==> config.mk <==
export PLATFORM = sky130hd
export DESIGN_NAME = video_timing_flat
export DESIGN_NICKNAME = d
export VERILOG_FILES = /design/src/rtl/video_timing_if.sv /design/src/rtl/video_timing.sv /design/src/flat_wrapper.sv
export SDC_FILE = /design/constraint.sdc
export NUM_CORES = 1
export LEC_CHECK = 0
export ABC_AREA = 0
export CAP_MARGIN = 30
export CORE_MARGIN = 8
export CORE_UTILIZATION = 45
export CTS_CLUSTER_SIZE = 10
export DETAILED_ROUTE_END_ITERATION = 12
export PLACE_DENSITY_LB_ADDON = 0.12
export REMOVE_ABC_BUFFERS = 1
export SLEW_MARGIN = 20
export SYNTH_ARGS = -nofsm -noshare
export SYNTH_HDL_FRONTEND = slang
export SYNTH_SLANG_ARGS = --single-unit
==> constraint.sdc <==
create_clock -name clk_pixel -period 2.03 [get_ports clk_pixel]
set_clock_uncertainty 0.2 [all_clocks]
set_input_delay 0.203 -clock clk_pixel [delete_from_list [all_inputs] [get_ports clk_pixel]]
set_output_delay 0.203 -clock clk_pixel [all_outputs]
set_load 0.02 [all_outputs]
==> src/rtl/video_timing_if.sv <==
`default_nettype none
// ============================================================================
// Module      : video_timing_if
// Description : Advance enable plus raster position, sync and pulse outputs
//               of the video timing generator.
// Revision    : 1.0 - initial release
// ============================================================================
interface video_timing_if;
    logic        en;
    logic [10:0] hcnt;
    logic [10:0] vcnt;
    logic        hsync;
    logic        vsync;
    logic        de;
    logic        line_start;
    logic        frame_start;
    logic [7:0]  frame_cnt;

    modport master (
        input  en,
        output hcnt,
        output vcnt,
        output hsync,
        output vsync,
        output de,
        output line_start,
        output frame_start,
        output frame_cnt
    );

    modport slave (
        output en,
        input  hcnt,
        input  vcnt,
        input  hsync,
        input  vsync,
        input  de,
        input  line_start,
        input  frame_start,
        input  frame_cnt
    );
endinterface
`default_nettype wire

==> src/rtl/video_timing.sv <==
`default_nettype none
// ============================================================================
// Module      : video_timing
// Description : Raster timing generator: pixel/line counters, sync, data
//               enable, line/frame start pulses and a frame counter.
// Revision    : 1.0 - initial release
// ============================================================================
module video_timing #(
    parameter int H_VISIBLE = 1024,
    parameter int H_FP      = 24,
    parameter int H_SYNC    = 136,
    parameter int H_BP      = 160,
    parameter int V_VISIBLE = 768,
    parameter int V_FP      = 3,
    parameter int V_SYNC    = 6,
    parameter int V_BP      = 29,
    parameter int HS_POL    = 0,
    parameter int VS_POL    = 0
) (
    input  logic             clk_pixel,
    input  logic             reset,
    video_timing_if.master   vt
);

    localparam int          c_H_TOTAL   = H_VISIBLE + H_FP + H_SYNC + H_BP;
    localparam int          c_V_TOTAL   = V_VISIBLE + V_FP + V_SYNC + V_BP;
    localparam logic [10:0] c_H_LAST    = 11'(c_H_TOTAL - 1);
    localparam logic [10:0] c_V_LAST    = 11'(c_V_TOTAL - 1);
    // Decode thresholds are 12 bits wide so a region ending at 2048 still fits.
    localparam logic [11:0] c_H_VIS     = 12'(H_VISIBLE);
    localparam logic [11:0] c_V_VIS     = 12'(V_VISIBLE);
    localparam logic [11:0] c_HS_START  = 12'(H_VISIBLE + H_FP);
    localparam logic [11:0] c_HS_END    = 12'(H_VISIBLE + H_FP + H_SYNC);
    localparam logic [11:0] c_VS_START  = 12'(V_VISIBLE + V_FP);
    localparam logic [11:0] c_VS_END    = 12'(V_VISIBLE + V_FP + V_SYNC);
    localparam logic        c_HS_ACTIVE = (HS_POL != 0);
    localparam logic        c_VS_ACTIVE = (VS_POL != 0);

    logic [10:0] r_hcnt;
    logic [10:0] r_vcnt;
    logic [7:0]  r_frame_cnt;
    logic        r_hsync;
    logic        r_vsync;
    logic        r_de;
    logic        r_line_start;
    logic        r_frame_start;

    logic [10:0] w_hcnt_nxt;
    logic [10:0] w_vcnt_nxt;
    logic [7:0]  w_frame_cnt_nxt;
    logic        w_hsync_nxt;
    logic        w_vsync_nxt;
    logic        w_de_nxt;
    logic        w_line_start_nxt;
    logic        w_frame_start_nxt;
    logic        w_h_wrap;
    logic        w_v_wrap;
    logic [11:0] w_h_ext;
    logic [11:0] w_v_ext;

    always_comb begin
        w_h_wrap        = (r_hcnt == c_H_LAST);
        w_v_wrap        = (r_vcnt == c_V_LAST);
        w_hcnt_nxt      = r_hcnt;
        w_vcnt_nxt      = r_vcnt;
        w_frame_cnt_nxt = r_frame_cnt;

        if (vt.en) begin
            if (w_h_wrap) begin
                w_hcnt_nxt = 11'd0;
                if (w_v_wrap) begin
                    w_vcnt_nxt      = 11'd0;
                    w_frame_cnt_nxt = r_frame_cnt + 8'd1;
                end else begin
                    w_vcnt_nxt = r_vcnt + 11'd1;
                end
            end else begin
                w_hcnt_nxt = r_hcnt + 11'd1;
            end
        end

        // Pulses are re-evaluated every cycle, so they can never stretch.
        w_line_start_nxt  = vt.en & w_h_wrap;
        w_frame_start_nxt = vt.en & w_h_wrap & w_v_wrap;

        // Decode from the next count so each output lines up with its position.
        w_h_ext     = {1'b0, w_hcnt_nxt};
        w_v_ext     = {1'b0, w_vcnt_nxt};
        w_de_nxt    = (w_h_ext < c_H_VIS) && (w_v_ext < c_V_VIS);
        w_hsync_nxt = ((w_h_ext >= c_HS_START) && (w_h_ext < c_HS_END)) ?
                      c_HS_ACTIVE : ~c_HS_ACTIVE;
        w_vsync_nxt = ((w_v_ext >= c_VS_START) && (w_v_ext < c_VS_END)) ?
                      c_VS_ACTIVE : ~c_VS_ACTIVE;
    end

    always_ff @(posedge clk_pixel) begin
        if (reset) begin
            r_hcnt        <= 11'd0;
            r_vcnt        <= 11'd0;
            r_frame_cnt   <= 8'd0;
            r_de          <= 1'b1;
            r_hsync       <= ~c_HS_ACTIVE;
            r_vsync       <= ~c_VS_ACTIVE;
            r_line_start  <= 1'b0;
            r_frame_start <= 1'b0;
        end else begin
            r_hcnt        <= w_hcnt_nxt;
            r_vcnt        <= w_vcnt_nxt;
            r_frame_cnt   <= w_frame_cnt_nxt;
            r_de          <= w_de_nxt;
            r_hsync       <= w_hsync_nxt;
            r_vsync       <= w_vsync_nxt;
            r_line_start  <= w_line_start_nxt;
            r_frame_start <= w_frame_start_nxt;
        end
    end

    assign vt.hcnt        = r_hcnt;
    assign vt.vcnt        = r_vcnt;
    assign vt.frame_cnt   = r_frame_cnt;
    assign vt.de          = r_de;
    assign vt.hsync       = r_hsync;
    assign vt.vsync       = r_vsync;
    assign vt.line_start  = r_line_start;
    assign vt.frame_start = r_frame_start;

endmodule
`default_nettype wire

==> src/flat_wrapper.sv <==
// flat-port wrapper written by rule: the top's interface ports become plain ports
module video_timing_flat 
#(
    parameter int H_VISIBLE = 1024,
    parameter int H_FP      = 24,
    parameter int H_SYNC    = 136,
    parameter int H_BP      = 160,
    parameter int V_VISIBLE = 768,
    parameter int V_FP      = 3,
    parameter int V_SYNC    = 6,
    parameter int V_BP      = 29,
    parameter int HS_POL    = 0,
    parameter int VS_POL    = 0
)
  (clk_pixel, reset, vt_en, vt_hcnt, vt_vcnt, vt_hsync, vt_vsync, vt_de, vt_line_start, vt_frame_start, vt_frame_cnt);
  video_timing_if vt_i ();
  input  logic clk_pixel;
  input  logic reset;
  input wire logic [$bits(vt_i.en)-1:0] vt_en;
  output wire logic [$bits(vt_i.hcnt)-1:0] vt_hcnt;
  output wire logic [$bits(vt_i.vcnt)-1:0] vt_vcnt;
  output wire logic [$bits(vt_i.hsync)-1:0] vt_hsync;
  output wire logic [$bits(vt_i.vsync)-1:0] vt_vsync;
  output wire logic [$bits(vt_i.de)-1:0] vt_de;
  output wire logic [$bits(vt_i.line_start)-1:0] vt_line_start;
  output wire logic [$bits(vt_i.frame_start)-1:0] vt_frame_start;
  output wire logic [$bits(vt_i.frame_cnt)-1:0] vt_frame_cnt;
  assign vt_i.en = vt_en;
  assign vt_hcnt = vt_i.hcnt;
  assign vt_vcnt = vt_i.vcnt;
  assign vt_hsync = vt_i.hsync;
  assign vt_vsync = vt_i.vsync;
  assign vt_de = vt_i.de;
  assign vt_line_start = vt_i.line_start;
  assign vt_frame_start = vt_i.frame_start;
  assign vt_frame_cnt = vt_i.frame_cnt;
  video_timing #(.H_VISIBLE(H_VISIBLE), .H_FP(H_FP), .H_SYNC(H_SYNC), .H_BP(H_BP), .V_VISIBLE(V_VISIBLE), .V_FP(V_FP), .V_SYNC(V_SYNC), .V_BP(V_BP), .HS_POL(HS_POL), .VS_POL(VS_POL)) u_core (.clk_pixel(clk_pixel), .reset(reset), .vt(vt_i));
endmodule
==> key figures <==
Placement
  • DP Worst Slack: -0.393 ns
  • I/O Buffers: 37
  • GP Congestion: 0.939
  • Dpl cell area: between 2000 and 3000 µm²
  • DP HPWL: 3880 µm
  • Placed cell count: 350

STA
  • RSZ-0062 raised after global routing: true
  • Max Slew Vio Count: 0
  • Endpoints failing setup: 12
  • Setup TNS: -1.33 ns
  • Worst-margin pin slew: 0.388 ns
  • Final period util: 110%
  • PnR worst setup slack: -0.204 ns
  • F_max: about 450 MHz
  • Final hold violation count: 0
  • Tmin final: 2.23 ns
  • Worst slew margin: 73.8%

Final layout
  • FILL cells: between 200 and 300
  • Multi-input logic area: 1230 µm²
  • Storage element area: 714 µm²
  • Final Non-Filler Cells: 373
  • Area growth syn-to-layout: 73.5%
  • Layout cells sized above 1: 40.6%
  • Nets: 329
  • Finished Cell Area: 3090 µm²
  • Ant diodes: 0

Global route
  • Wire length of the first global-routing pass: 9070 µm
  • Initial antenna violation count: 0
  • Largest net degree at the start of global routing: 18
  • GRT Util Overall: a little under a fifth
  • Global route total overflow: 0
  • Vias in the first global route: between 1500 and 2000

Pwr
  • P_int: 949 µW
  • Final Power: 1.24 mW
  • Leak Pwr: 1.24 nW
  • Clock network power share: 40.6%
  • Share of power burned in registers: 55.6%
  • Switching share of power: roughly a quarter
  • Combinational fraction of design power: under 10%
  • Power Density: 402 nW/µm²
  • Worst vdd ir: 0.327 mV
  • Sw Pwr: 294 µW

Routing
  • WL met2: 3230 µm
  • Drt pass-1 iters: 4
  • Initial DRC Count: 87
  • Routed len/inst: 16.2 µm
  • Final WL: 6060 µm
  • Vias: 2038
  • Vias per inst: 5.46
  • Antenna Nets Post-Route: 0
  • Metal3 WL: 299 µm
  • Top sig layer: met4
  • Wl on met1: ~2400 µm
  • DRC viols: 0

Clock tree
  • Hold_buf cts: 0
  • Sinks on Clock Net: 35
  • Clock transition at path regs: 0.08 ns
  • Root Buffer Master: clkbuf_8
  • Maximum clock insertion buffer count: 2
  • Worst skew pair latency: roughly 0.30 ns
  • CTS tree: built
  • Max H-tree Level: 2
  • TritonCTS buffer count: 5

Setup path
  • Req. time, crit path: 1.99 ns
  • Cell Chain, Critical Path: or4b_4 > nor4_4 > buf_6 > nand4_1 > mux2i_1 > o2111a_1 > o2111ai_1
  • Worst path slowest cell: or4b_4
  • Critical path class: register to register
  • Critical Path Sink Type: register
  • Worst-path fanout max: 6
  • Slowest stage delay, CP: ~0.58 ns
  • Critical path startpoint category: register
  • Critical path arrival: 2.20 ns

Run
  • # Max-Cap Violations: 0

Yosys
  • Yosys reg bits: 35
  • Syn Area/Cell: 8.33 µm²
  • Synthesized cell area: 1780 µm²
  • Number of synthesized flops with an enable pin: 0
  • Predominant post-synthesis flop cell: dfxtp_1
  • Synthesis Warnings: 0
  • Register area share after synthesis: 39.3%
  • Post-synth cell types: 41
  • Ys async rst share: 0%
  • Cells after Synth: roughly 210

Status
  • Status: finished, violations left
  • Failing checks: negative setup slack

Floorplanning
  • Chip width: 78.9 µm
  • Die area: 6230 µm²
  • Chip Height: 78.9 µm
  • Boundary pin count: 38
  • Core Area: 3910 µm²
  • Row count: 23
  • Starting Density: 45.5%

Min path
  • HP Class: input pin to register
==> final timing paths <==
path                                              from                      to  slack [ns]  cells after the start
worst max-delay path                 u_core.vt.hcnt[9]         u_core.vt.vsync       -0.20                      7
worst min-delay path                             vt_en       u_core.vt.hcnt[1]        0.20                      3
worst max register to register       u_core.vt.hcnt[9]         u_core.vt.vsync       -0.20                      7
worst min register to register  u_core.vt.frame_cnt[1]  u_core.vt.frame_cnt[1]        0.34                      2
==> worst max-delay path: cells and delay by family (launching register included) <==
kind	cells	cell delay, ns
and+or+nand+nor	3	0.90
DFF	1	0.32
buffers and inverters	1	0.18
AOI/OAI and AO/OA	2	0.30
muxes	1	0.20
==> registers in the layout, summed over array words and instances, names as in the netlist <==
name	cells
u_core.vt.de	1
u_core.vt.frame_cnt	8
u_core.vt.frame_start	1
u_core.vt.hcnt	11
u_core.vt.hsync	1
u_core.vt.line_start	1
u_core.vt.vcnt	11
u_core.vt.vsync	1
==> synthesized netlist by cell type (6+ instances only) <==
library cell	number	area [µm²]
nor2_1	32	120
clkbuf_1	8	30.0
and3_1	6	37.5
o21ai_0	6	30.0
xnor2_1	11	96.3
xor2_1	7	61.3
a21oi_1	10	50.1
nand3_1	11	55.1
nand2_1	19	71.3
nand4_1	11	68.8
dfxtp_1	35	701
nor3_1	13	65.1
==> final cells by class <==
type	count	share of cell area, %
multi-input cells	163	39.9
repair buffers	113	31.7
flip-flops and latches	35	23.1
clock buffers	6	2.35
well taps	50	2.02
inverters	4	0.486
clock inverters	2	0.405
==> stage by stage <==
stage	hold slack, ns	util (%)
6_report	0.200	79.0
5_1_grt	0.192	79.0
4_1_cts	0.318	74.6
3_5_place_dp	0.303	66.8
3_3_place_gp	0.297	66.8
2_1_floorplan	0.0721	-
==> cell families after synthesis <==
family | synth area share (%)
XOR/XNOR | 8.85
multiplexers | 2.95
flip-flops | 39.3
AND/OR/NAND/NOR | 30.7
buffers and inverters | 4.14
adder cells (fa/ha/maj) | 2.81
AO/OA/AOI/OAI | 11.2
==> per-layer routing <==
metal / up-vias / track usage [%]
li1: 986 / -
met3: 10 / 4.63
met2: 65 / 32.6
met5: - / 0
met1: 977 / 19.6
met4: 0 / 9.81
==> repair_timing <==
item	4_1_cts	5_1_grt
gates resized for setup	31	38
pin swaps	21	23
setup endpoints to repair	20	20
buffers inserted	14	6
==> cell usage in the layout, fill, tap and decap left out, types with 2 or more instances in the layout <==
master / netlist / final
xnor2_1: 11 / 7
nor3_1: 13 / 7
nand2_1: 19 / 16
xor2_1: 7 / 7
nor2_2: 0 / 2
xnor2_2: 0 / 4
nor2_1: 32 / 29
buf_4: 1 / 66
ha_4: 0 / 2
buf_6: 1 / 10
a21oi_2: 0 / 3
o21ai_1: 0 / 2
clkbuf_8: 0 / 5
dfxtp_1: 35 / 26
nor4_4: 1 / 3
o21ai_0: 6 / 3
ha_1: 4 / 2
nand3_2: 0 / 3
nand2_4: 0 / 2
clkdlybuf4s50_1: 0 / 36
nand4_1: 11 / 11
nand3_1: 11 / 7
nor3_2: 0 / 5
dfxtp_2: 0 / 8
inv_1: 4 / 3
and3_1: 6 / 5
o31a_1: 2 / 2
mux2i_1: 3 / 2
nor4_1: 5 / 2
a21oi_1: 10 / 7
==> power groups by stage <==
stage	sequential, mW	clock, mW	combinational (mW)
detailed placement	0.707	0	0.0431
CTS	0.690	0.511	0.0430
finish	0.692	0.505	0.0466
floorplan	0.712	0	0.00722
global placement	0.707	0	0.0419
global route	0.692	0.537	0.0500
Note: power is estimated with default switching activity, not from simulation.
